`src/rtl/io_reg_bank_pkg.sv`:
```
// Shared definitions for the memory-mapped I/O register banks (PPU, sound, timer).
package io_pkg;

   localparam int unsigned ADDR_W   = 16;
   localparam int unsigned DATA_W   = 8;
   localparam int unsigned MAX_REGS = 64;
   localparam int unsigned SLICE_W  = MAX_REGS * DATA_W;

   typedef logic [DATA_W-1:0] io_byte_t;

   localparam logic [ADDR_W-1:0] PPU_BASE = 16'hff40;
   localparam logic [ADDR_W-1:0] SND_BASE = 16'hff10;
   localparam logic [ADDR_W-1:0] TIM_BASE = 16'hff04;

   // Byte i of a packed register vector; callers zero-extend their vector to SLICE_W.
   function automatic io_byte_t io_slice(input logic [SLICE_W-1:0] vec, input int unsigned i);
      return DATA_W'(vec >> (DATA_W * i));
   endfunction

endpackage

```
`src/rtl/io_reg_bank_if.sv`:
```
// CPU-side register bus: address, write data, level read/write requests, registered read return.
interface io_bus_if;
   import io_pkg::*;

   logic [ADDR_W-1:0] a;
   io_byte_t          d_in;
   logic              wr;
   logic              rd;
   io_byte_t          rd_data;
   logic              rd_valid;

   modport master (
      output a, d_in, wr, rd,
      input  rd_data, rd_valid
   );

   modport slave (
      input  a, d_in, wr, rd,
      output rd_data, rd_valid
   );

endinterface

```
`src/rtl/io_reg_bank_window_decode.sv`:
```
// Combinational decode of a contiguous NREGS-byte window at BASE into one-hot select, hit and index.
module io_window_decode
   import io_pkg::*;
#(
   parameter logic [ADDR_W-1:0] BASE   = PPU_BASE,
   parameter int unsigned       NREGS  = 12,
   localparam int unsigned      IDX_W  = (NREGS > 1) ? $clog2(NREGS) : 1
) (
   input  logic [ADDR_W-1:0] a,
   output logic [NREGS-1:0]  sel,
   output logic              hit,
   output logic [IDX_W-1:0]  idx
);

   // Full 16-bit compare per register, so an unaligned BASE needs no special handling.
   always_comb begin
      sel = '0;
      idx = '0;
      for (int i = 0; i < int'(NREGS); i++) begin
         sel[i] = (a == ADDR_W'(BASE + ADDR_W'(i)));
         if (sel[i]) begin
            idx = idx | IDX_W'(i);
         end
      end
      hit = |sel;
   end

endmodule

```
`src/rtl/io_reg_bank.sv`:
```
// Parametrised I/O register bank: window decode, write-edge strobes, stored
// writable registers and a one-cycle registered read port.
module io_reg_bank
   import io_pkg::*;
#(
   parameter logic [ADDR_W-1:0]        BASE      = PPU_BASE,
   parameter int unsigned              NREGS     = 12,
   parameter logic [NREGS-1:0]         RW_MASK   = {NREGS{1'b1}},
   parameter logic [NREGS*DATA_W-1:0]  RESET_VAL = '0,
   localparam int unsigned             IDX_W     = (NREGS > 1) ? $clog2(NREGS) : 1
) (
   input  logic                      clk,
   input  logic                      nreset,
   io_bus_if.slave                   bus,
   output logic [NREGS-1:0]          sel,
   output logic                      hit,
   output logic [NREGS-1:0]          wr_pulse,
   output logic [NREGS*DATA_W-1:0]   regs,
   input  logic [NREGS*DATA_W-1:0]   ext_in
);

   if (NREGS < 1 || NREGS > MAX_REGS) begin : g_bad_nregs
      $error("io_reg_bank: NREGS=%0d outside 1..%0d", NREGS, MAX_REGS);
   end
   if ((32'(BASE) + 32'(NREGS) - 32'd1) > 32'h0000_ffff) begin : g_bad_window
      $error("io_reg_bank: window at BASE=%h with NREGS=%0d exceeds 16'hffff", BASE, NREGS);
   end

   function automatic logic [NREGS*DATA_W-1:0] expand_mask(input logic [NREGS-1:0] m);
      logic [NREGS*DATA_W-1:0] r;
      r = '0;
      for (int i = 0; i < int'(NREGS); i++) begin
         r[DATA_W*i +: DATA_W] = {DATA_W{m[i]}};
      end
      return r;
   endfunction

   // Read-only slices are forced to zero so they reset and hold as constants.
   localparam logic [NREGS*DATA_W-1:0] RW_BITS = expand_mask(RW_MASK);

   logic              wr_q;
   logic              wr_edge;
   logic              mask_hit;
   logic [IDX_W-1:0]  idx;
   io_byte_t          rd_byte;

   io_window_decode #(
      .BASE  (BASE),
      .NREGS (NREGS)
   ) u_decode (
      .a   (bus.a),
      .sel (sel),
      .hit (hit),
      .idx (idx)
   );

   assign wr_edge  = bus.wr & ~wr_q;
   assign mask_hit = |(sel & RW_MASK);

   // Read source: stored byte for writable registers, owner-supplied byte otherwise.
   assign rd_byte = mask_hit ? io_slice(SLICE_W'(regs),   32'(idx))
                             : io_slice(SLICE_W'(ext_in), 32'(idx));

   always_ff @(posedge clk) begin
      if (!nreset) begin
         regs <= RESET_VAL & RW_BITS;
      end else if (wr_edge) begin
         for (int i = 0; i < int'(NREGS); i++) begin
            if (RW_MASK[i] && sel[i]) begin
               regs[DATA_W*i +: DATA_W] <= bus.d_in;
            end
         end
      end
   end

   // wr_q resets high so a write held across reset release is not taken as an edge.
   always_ff @(posedge clk) begin
      if (!nreset) begin
         wr_q         <= 1'b1;
         wr_pulse     <= '0;
         bus.rd_data  <= 8'hff;
         bus.rd_valid <= 1'b0;
      end else begin
         wr_q     <= bus.wr;
         wr_pulse <= wr_edge ? sel : '0;
         if (bus.rd) begin
            if (hit) begin
               bus.rd_data  <= rd_byte;
               bus.rd_valid <= 1'b1;
            end else begin
               bus.rd_data  <= 8'hff;
               bus.rd_valid <= 1'b0;
            end
         end else begin
            bus.rd_valid <= 1'b0;
         end
      end
   end

endmodule

```
`src/flat_wrapper.sv`:
```
// flat-port wrapper written by rule: the top's interface ports become plain ports
module io_reg_bank_flat import io_pkg::*;
#(
   parameter logic [ADDR_W-1:0]        BASE      = PPU_BASE,
   parameter int unsigned              NREGS     = 12,
   parameter logic [NREGS-1:0]         RW_MASK   = {NREGS{1'b1}},
   parameter logic [NREGS*DATA_W-1:0]  RESET_VAL = '0,
   localparam int unsigned             IDX_W     = (NREGS > 1) ? $clog2(NREGS) : 1
)
  (clk, nreset, sel, hit, wr_pulse, regs, ext_in, bus_a, bus_d_in, bus_wr, bus_rd, bus_rd_data, bus_rd_valid);
  io_bus_if bus_i ();
  input  logic clk;
  input  logic nreset;
  output logic [NREGS-1:0] sel;
  output logic hit;
  output logic [NREGS-1:0] wr_pulse;
  output logic [NREGS*DATA_W-1:0] regs;
  input  logic [NREGS*DATA_W-1:0] ext_in;
  input wire logic [$bits(bus_i.a)-1:0] bus_a;
  input wire logic [$bits(bus_i.d_in)-1:0] bus_d_in;
  input wire logic [$bits(bus_i.wr)-1:0] bus_wr;
  input wire logic [$bits(bus_i.rd)-1:0] bus_rd;
  output wire logic [$bits(bus_i.rd_data)-1:0] bus_rd_data;
  output wire logic [$bits(bus_i.rd_valid)-1:0] bus_rd_valid;
  assign bus_i.a = bus_a;
  assign bus_i.d_in = bus_d_in;
  assign bus_i.wr = bus_wr;
  assign bus_i.rd = bus_rd;
  assign bus_rd_data = bus_i.rd_data;
  assign bus_rd_valid = bus_i.rd_valid;
  io_reg_bank #(.BASE(BASE), .NREGS(NREGS), .RW_MASK(RW_MASK), .RESET_VAL(RESET_VAL)) u_core (.clk(clk), .nreset(nreset), .bus(bus_i), .sel(sel), .hit(hit), .wr_pulse(wr_pulse), .regs(regs), .ext_in(ext_in));
endmodule
```
`config.mk`:
```
export PLATFORM = sky130hd
export DESIGN_NAME = io_reg_bank_flat
export DESIGN_NICKNAME = d
export VERILOG_FILES = /design/src/rtl/io_reg_bank_pkg.sv /design/src/rtl/io_reg_bank_if.sv /design/src/rtl/io_reg_bank_window_decode.sv /design/src/rtl/io_reg_bank.sv /design/src/flat_wrapper.sv
export SDC_FILE = /design/constraint.sdc
export NUM_CORES = 1
export LEC_CHECK = 0
export CORE_MARGIN = 3
export CORE_UTILIZATION = 37
export CTS_BUF_LIST = sky130_fd_sc_hd__clkbuf_16
export DETAILED_ROUTE_END_ITERATION = 10
export PLACE_DENSITY = 0.76
export SYNTH_ARGS = -nofsm -noshare
export SYNTH_HDL_FRONTEND = slang
export SYNTH_SLANG_ARGS = --single-unit
export TNS_END_PERCENT = 20
```
`constraint.sdc`:
```
create_clock -name clk -period 2.4 [get_ports clk]
set_input_delay 0.48 -clock clk [delete_from_list [all_inputs] [get_ports clk]]
set_output_delay 0.48 -clock clk [all_outputs]
set_load 0.02 [all_outputs]
```
==> metrics.yaml, run 1 <==
synth_nets: 810
final_nets: 1006
drv_cap: 0
powerDensity_nw_per_um2: 633
worst_slew_pin_slew_ns: 0.681
synth_edf_count: 0
synth_cell_types: 38
syn_area_per_cell_um2: 7.46
io_pins: 254
ir_worst_vdd_mv: 0.383
viasPerCell: 5.51
slew-limit-headroom: 0.545
clkSinkCount: 118
grt_use_met3: 0.0613
synth_top_family_by_area: "simple AND/OR/NAND/NOR gates"
clockBufferDepth: 2
use_met1: 0.347
critPathKind: "input port to output pin"
reg2reg_from: "u_core.regs[25]$_SDFFE_PN0P_"
regArea_um2: 2360
total_power_mw: 5.08
die_w_um: 124
status: "finished clean"
synth_common_cells: "nand2_1 (207), dfxtp_1 (118), a21oi_1 (112)"
seq_area_frac_synth: 0.462
fp-row-count: 42
final.fill_count: 1148
antenna_found_initial: 0
timing.rr.end: "u_core.bus.rd_data[1]$_SDFFE_PN1P_"
ys.flop_type: "dfxtp_1"
synth-xor-area-share: 0
grt_most_used_layer: "met2"
fin_crit_sh: 0.984
yosysTopAreaCell: "dfxtp_1"
pwr-share-comb: 0.051
synth_seq_cells: 118
ys_async_sr_fraction: 0
worst_ep_arrival_time_ns: 1.88
cts_made_buffers: 17
min_path_type: "register to register"
yosysWarnings: 0
port_buffers: 157
hold-path-endpoint: "u_core.regs[13]$_SDFFE_PN0P_"
clock_latency_ns: 0.41
cts-root-buf: "clkbuf_16"
ant_nets: 0
grt_pass1_wl_um: 29800
netlist_area_um2: 5120
yosysMostFrequentCell: "nand2_1"
endpoint_kind: "output pin"
die_h_um: 124
grt_max_degree: 58
synth_area_leaders: "dfxtp_1 (46%), nand2_1 (15%), a21oi_1 (11%)"
ctsHoldBuffers: 0
start_util: 0.382
power.internal_mw: 3.99
fp.coreArea_um2: 13400
synth_cells: 686
share_seq_of_total_power: 0.386
cts_tree: "done"
min-delay-start: "u_core.regs[13]$_SDFFE_PN0P_"
startpoint_type: "input port"
fin_crit_ns: 2.36
switching_share: 0.213
synth_top_area_share: 0.462
cts_htree_levels: 4
r2r_cells: 4
slew_violations: 0
synth_compound_area_frac: 0.195
dr.pass1.iters: 6
wl_um: 20400
fin_skew_ns: 0.00500
multi_input_area_um2: 2550
required_ns: 1.92
drc: 0
die_area_um2: 15300
syn2layout_area_growth_pct: 56.8
grt_use_met2: 0.396
fmax_ghz: 0.423
drtIter0Drc: 703
ff2ff_setup_slack_ns: 0.73
grt_pass1_vias: 5453
vias: 5897
groute.usage.overall: 0.257
hold_depth: 2
yosys.area_share.adder: 0
routabilityCongestion: 0.905
gr-total-overflow: 0
clockPowerShare: 0.562
leakage_nw: 2.86
hpwl_um: 13800
crit_path_max_fanout: 9
drive_gt1_frac: 0.152
setup_viol: 0
detail_route.wl_per_cell_um: 19.0
clkSlewWorstSetupHoldPaths_ns: 0.05
hold_viol_final: 0
synthSimpleGateAreaFrac: 0.273
hold_slack_ns: 0.471
p_switching_mw: 1.08
synthMuxAreaShare: 0.0201
diodes: 0
-- worst max-delay path, cell delays in order --
cell and delay (ns):
clkdlybuf4s50_1 0.60, buf_4 0.23, nand2b_1 0.31, nor2_1 0.09, buf_2 0.17
-- cells in the final DEF (no fill, tap or decap), drive strengths merged, types with 8 or more instances in the layout --
master and count:
nand2 207, clkdlybuf4s50 130, dfxtp 118, a21oi 112
buf 87, nor2 59, clkbuf 21, o2bb2ai 14
o211ai 14, and2 13, nor3 12, inv 10
nand2b 9, mux2i 8, a31oi 8, dlymetal6s2s 8
-- what timing repair did --
| item | CTS | global route |
|---|---|---|
| setup endpoints to repair | 21 | 16 |
| pin swaps | 9 | 11 |
| resized for setup | 73 | 31 |
| setup buffers | 5 | 3 |
| cloned | 0 | 1 |
-- through the flow --
| step | worst slack (ns) | utilization | std cells | instance area [um^2] | TNS [ns] |
|---|---|---|---|---|---|
| floorplan | -0.108 | - | 686 | 5130 | -0.108 |
| global placement | -0.798 | 0.539 | 1030 | 7230 | -25.30 |
| detailed placement | -0.786 | 0.539 | 1030 | 7230 | -24.78 |
| CTS | 0.000903 | 0.590 | 1067 | 7910 | 0 |
| global route | -0.0232 | 0.599 | 1071 | 8020 | -0.0276 |
| finish | 0.0378 | 0.599 | 1071 | 8020 | 0 |
-- flip-flops by register name (all words and copies together), names as in the netlist --
register	count
u_core.regs	96
u_core.wr_q	1
u_core.bus.rd_valid	1
u_core.wr_pulse	12
u_core.bus.rd_data	8
-- worst max-delay path by stage --
stage / start / to / slack [ns] / cells past startpoint
floorplan: bus_a[7] / u_core.bus.rd_data[1]$_SDFFE_PN1P_ / -0.11 / 7
global placement: bus_a[7] / sel[11] / -0.80 / 8
detailed placement: bus_a[7] / hit / -0.79 / 5
CTS: bus_a[12] / sel[1] / 0.0009 / 6
global route: bus_a[1] / sel[5] / -0.02 / 5
finish: bus_a[1] / sel[5] / 0.04 / 5
-- area by class of cell --
class                           instances  share of cell area
Timing Repair Buffer                  232               0.271
Sequential cell                       118               0.294
Inverter                               10             0.00624
Clock inverter                         15              0.0293
Clock buffer                           17              0.0530
Multi-Input combinational cell        503               0.318
Tap cell                              176              0.0275
-- cells by family (layout without fill, tap and decap cells) --
kind of cell | count (synthesis) | in the layout
and+or+nand+nor | 327 | 327
AOI/OAI and AO/OA | 167 | 167
DFF | 118 | 118
buffers and inverters | 65 | 274
muxes | 9 | 9
-- metal layers --
layer,share of wire,vias to the layer above
li1,-,2710
met5,0,-
met3,0.10,55
met1,0.41,2769
met2,0.45,363
met4,0.032,0
-- power groups by stage --
stage	Combinational [mW]	Sequential (mW)	Clock, mW
finish	0.260	1.96	2.85
global route	0.272	1.96	2.96
CTS	0.250	1.96	2.86
detailed placement	0.248	2.00	0
global placement	0.246	2.00	0
floorplan	0.110	2.00	0
(Power assumes the default switching activity.)
==> run 2: changes to the inputs <==
CORE_UTILIZATION = 40   (was 37)
PLACE_DENSITY = 0.78   (was 0.76)
clock period = 2.85 ns   (was 2.4 ns; I/O delays follow)
==> metrics.yaml, run 2 (synthesis gave the netlist of run 1 again) <==
fin_skew_ns: 0.00418  # -0.000823 ns
antenna_found_initial: 0  # unchanged
grt_max_degree: 59  # +1.7%
total_power_mw: 4.21  # -17%
groute.usage.overall: 0.264  # +0.00742
port_buffers: 157  # unchanged
fin_crit_ns: 2.83
hold_slack_ns: 0.467  # -0.00402 ns
grt_pass1_wl_um: 29300  # -1.4%
diodes: 0  # unchanged
status: "finished clean"
vias: 5702  # -3.3%
start_util: 0.417  # +0.0355
powerDensity_nw_per_um2: 553  # -13%
clockPowerShare: 0.560  # -0.002
cts_tree: "done"
critPathKind: "input port to output pin"
switching_share: 0.220  # +0.00684
clockBufferDepth: 2  # unchanged
largest_reg_flops: 96  # unchanged
die_h_um: 119  # -3.6%
syn2layout_area_growth_pct: 48.7
slew_violations: 0  # unchanged
drive_gt1_frac: 0.109  # -0.0425
routabilityCongestion: 0.881  # -2.7%
crit_path_max_fanout: 2  # -7
fp-row-count: 40  # -4.8%
worst_slew_pin_slew_ns: 0.766  # +0.0852 ns
power.internal_mw: 3.28  # -18%
cts-root-buf: "clkbuf_16"
grt_use_met3: 0.0722  # +0.0109
min_path_type: "register to register"
final_nets: 970  # -3.6%
final_common_cell: "nand2_1"
ctsHoldBuffers: 0  # unchanged
use_met1: 0.352  # +0.00481
worst_ep_arrival_time_ns: 2.26  # +0.38 ns
top_regs: "u_core.regs: 96 flops, u_core.wr_pulse: 12 flops, u_core.bus.rd_data: 8 flops"
detail_route.wl_per_cell_um: 18.7  # -1.8%
p_switching_uw: 925  # -14%
pwr-share-comb: 0.047  # -0.004
dr.pass1.iters: 5  # -1
slew-limit-headroom: 0.488  # -0.0570
hold_viol_final: 0  # unchanged
gr-total-overflow: 0  # unchanged
rsz0062_at_grt: "true"
required_ns: 2.28  # +0.36 ns
utilization: 0.620  # +0.0217
fin_crit_sh: 0.994
viasPerCell: 5.55  # +0.84%
endpoint_kind: "output pin"
wl_um: 19200  # -5.9%
io_pins: 254  # unchanged
drv_cap: 0  # unchanged
drtIter0Drc: 645  # -8.3%
grt_pass1_vias: 5372  # -1.5%
drc: 0  # unchanged
fp.coreArea_um2: 12300  # -8.5%
clkSlewWorstSetupHoldPaths_ns: 0.06  # about the same
grt_most_used_layer: "met2"
share_seq_of_total_power: 0.392  # +0.006
startpoint_type: "input port"
final_cell_mix: "nand2_1 (207), clkdlybuf4s50_1 (143), dfxtp_1 (118)"
cts_made_buffers: 17  # unchanged
leakage_nw: 2.58  # -9.8%
cts_htree_levels: 4  # unchanged
grt_use_met2: 0.407  # +0.0102
clkSinkCount: 118  # unchanged
top_register: "u_core.regs"
timing.setup.tns_ns: 0  # unchanged
hpwl_um: 13200  # -4.1%
setup_viol: 0  # unchanged
ir_worst_vdd_mv: 0.301  # -21%
clock_latency_ns: 0.42  # about the same
fmax_ghz: 0.353
die_w_um: 119  # -3.6%
die_area_um2: 14200  # -7.1%
ant_nets: 0  # unchanged
## run 2: changes by cell type in the layout (fill, tap and decap cells not counted), moves of 4 or more
cell             before  now
buf_6                 6    1
clkinv_4              1    5
clkbuf_2              3    7
buf_4                72   41
dlymetal6s2s_1        8    1
clkdlybuf4s50_1     130  143
## run 2: worst max-delay path, cell delays in order
cell and delay, ns:
clkdlybuf4s50_1 0.47, or4b_4 0.55, or4_4 0.47, clkinv_4 0.07, buf_4 0.13
## run 2: worst paths after layout
kind	startpoint	to	slack, ns	depth (start not counted)
setup / recovery	bus_a[5]	hit	0.02	5
hold reg to reg	u_core.regs[47]$_SDFFE_PN0P_	u_core.regs[47]$_SDFFE_PN0P_	0.47	2
hold / removal	u_core.regs[47]$_SDFFE_PN0P_	u_core.regs[47]$_SDFFE_PN0P_	0.47	2
setup reg to reg	u_core.regs[25]$_SDFFE_PN0P_	u_core.bus.rd_data[1]$_SDFFE_PN1P_	1.19	4
## run 2: cell type report
cell class / count / area [um^2]
clock inverters: 15 / 228
inverters: 10 / 42.5
repair buffers: 196 / 1820
clock buffers: 17 / 425
flip-flops and latches: 118 / 2360
well taps: 168 / 210
fillers: 1049 / 4660
multi-input cells: 503 / 2520
## run 2: power by group through the flow
stage | Combinational, mW | Clock, mW | Sequential [mW]
after floorplan | 0.0920 | 0 | 1.69
after global placement | 0.191 | 0 | 1.69
after detailed placement | 0.191 | 0 | 1.69
after CTS | 0.193 | 2.36 | 1.65
after global routing | 0.210 | 2.43 | 1.65
final | 0.200 | 2.36 | 1.65
## run 2: metrics by stage
| stage | area, um^2 | instances | setup slack [ns] |
|---|---|---|---|
| 4_1_cts | 7630 | 1026 | 0.00287 |
| 3_5_place_dp | 6970 | 994 | -0.505 |
| 2_1_floorplan | 5120 | 686 | 0.153 |
| 6_report | 7610 | 1027 | 0.0177 |
| 3_3_place_gp | 6970 | 994 | -0.499 |
| 5_1_grt | 7610 | 1027 | -0.0699 |
## run 2: repair_timing
action                                  4_1_cts  5_1_grt
gates cloned                                  0        0
setup buffers                                 0        1
pin swaps                                     1        2
gates resized for setup                      27       25
endpoints found under the setup margin       13       12
## run 2: per-layer routing
metal  wire (um)  vias up
met5           0        -
met4         548        0
li1            -     2648
met3        2020       52
met1        8130     2631
met2        8490      371
==> run 3: changes to the inputs <==
CAP_MARGIN = 15   (was default)
CORE_UTILIZATION = 30   (was 40)
MAX_ROUTING_LAYER = met4   (was default)
PLACE_DENSITY = 0.61   (was 0.78)
==> metrics.yaml, run 3 (synthesis gave the netlist of run 1 again) <==
start_util: 0.307  # -0.110
io_pins: 254  # unchanged
min_path_type: "register to register"
fin_crit_ns: 2.80  # -0.0288 ns
hpwl_um: 14300  # +7.9%
rsz0062_at_grt: "true"
worst_slew_pin_slew_ns: 0.794  # +0.0282 ns
ant_nets: 0  # unchanged
status: "finished clean"
final_nets: 979  # +0.93%
endpoint_kind: "output pin"
groute.usage.overall: 0.218  # -0.0464
die_h_um: 137  # +15%
grt_max_degree: 56  # -5.1%
top_regs: "u_core.regs: 96 flops, u_core.wr_pulse: 12 flops, u_core.bus.rd_data: 8 flops"
startpoint_type: "input port"
grt_pass1_wl_um: 29400  # about the same
slew_violations: 0  # unchanged
setup_ws_ns: 0.0465  # +0.0288 ns
routabilityCongestion: 0.822  # -6.6%
drive_gt1_frac: 0.103  # -0.00678
die_area_um2: 18700  # +32%
drtIter0Drc: 406  # -37%
crit_path_max_fanout: 2  # unchanged
gr-total-overflow: 0  # unchanged
dp_cells: 1056  # +6.2%
fmax_ghz: 0.357  # +1.0%
clkSinkCount: 118  # unchanged
required_ns: 2.28  # about the same
diodes: 0  # unchanged
final.fill_count: 1651  # +57%
port_buffers: 157  # unchanged
post_cts_buffers: 0  # unchanged
placed_cell_area_um2: 7110  # +2.0%
dr.pass1.iters: 5  # unchanged
final_cell_mix: "nand2_1 (207), clkdlybuf4s50_1 (144), dfxtp_1 (118)"
drv_cap: 0  # unchanged
clock_latency_ns: 0.42  # about the same
worst_ep_arrival_time_ns: 2.23  # -0.03 ns
timing.setup.tns_ns: 0  # unchanged
fp.coreArea_um2: 16600  # +36%
top_register: "u_core.regs"
fin_skew_ns: 0.00668  # +0.00250 ns
powerDensity_nw_per_um2: 490  # -11%
grt_pass1_vias: 5066  # -5.7%
clockBufferDepth: 2  # unchanged
cts-root-buf: "clkbuf_16"
antenna_found_initial: 0  # unchanged
pre_cts_ws_ns: -0.536  # -0.0310 ns
fin_crit_sh: 0.984  # -0.0101
fp-row-count: 47  # +18%
total_power_mw: 3.72  # -11%
wl_um: 20000  # +4.2%
detail_route.wl_per_cell_um: 18.4  # -1.5%
slew-limit-headroom: 0.469  # -0.0189
clkSlewWorstSetupHoldPaths_ns: 0.05  # about the same
die_w_um: 137  # +15%
cts_made_buffers: 17  # unchanged
ir_worst_vdd_mv: 0.445  # +48%
stdcell_area_um2: 7590  # -0.15%
hold_viol_final: 0  # unchanged
final_common_cell: "nand2_1"
largest_reg_flops: 96  # unchanged
leakage_nw: 2.57  # -0.63%
viasPerCell: 4.94  # -11%
vias: 5367  # -5.9%
syn2layout_area_growth_pct: 48.4
ctsHoldBuffers: 0  # unchanged
setup_viol: 0  # unchanged
cts_htree_levels: 4  # unchanged
critPathKind: "input port to output pin"
drc: 0  # unchanged
fin_cells: 1087  # +5.8%
cts_tree: "done"
==> run 3: cell count changes in the layout (fill, tap and decap cells not counted), sizes merged <==
cell	before	now
inv	11	14
clkinvlp	2	0
clkdlybuf4s15	1	3
buf	44	55
bufinv	5	1
clkinv	7	9
clkbuf	24	20
clkdlybuf4s50	143	144
dlymetal6s2s	1	0
==> run 3: power breakdown <==
| part | switching [mW] | internal [mW] |
|---|---|---|
| logic | 0.126 | 0.0781 |
| registers | 0.000273 | 1.65 |
| clock network | 0.720 | 1.15 |
==> run 3: per-layer routing <==
metal | part of all wire | vias to the layer above | track usage
met1 | 0.45 | 2460 | 0.289
met3 | 0.080 | 34 | 0.0555
met4 | 0.024 | 0 | 0.0745
met2 | 0.45 | 223 | 0.325
met5 | 0 | - | -
li1 | - | 2650 | -
==> run 3: final timing paths <==
path,start,endpoint,slack [ns],depth (start not counted)
max,bus_a[7],hit,0.05,5
min,u_core.regs[45]$_SDFFE_PN0P_,u_core.regs[45]$_SDFFE_PN0P_,0.47,2
max reg2reg,u_core.regs[25]$_SDFFE_PN0P_,u_core.bus.rd_data[1]$_SDFFE_PN1P_,1.19,4
min reg2reg,u_core.regs[45]$_SDFFE_PN0P_,u_core.regs[45]$_SDFFE_PN0P_,0.47,2
==> run 3: repair_timing <==
action                                 4_1_cts  5_1_grt
setup endpoints to repair                   14       13
pin swaps                                    2        3
gates resized for setup                     40       13
endpoints found under the hold margin        0        0
==> run 3: worst max-delay path, stage by stage <==
cell	delay, ns
clkdlybuf4s50_1	0.43
or4b_4	0.56
or4_4	0.47
clkinv_4	0.07
buf_4	0.13
==> run 3: final cells by class <==
type	instances	area [um^2]	share of cell area
sequential	118	2360	0.311
clock inverter	14	80.1	0.0105
tap	220	275	0.0362
clock buffer	17	425	0.0560
multi-input combinational	503	2510	0.330
inverter	10	42.5	0.00560
timing repair buffer	205	1900	0.250
==> run 3: stage by stage <==
stage          utilization  hold WS (ns)
3_3_place_gp         0.427         0.455
6_report             0.456         0.467
5_1_grt              0.456         0.483
2_1_floorplan            -         0.537
4_1_cts              0.457         0.467
3_5_place_dp         0.427         0.461
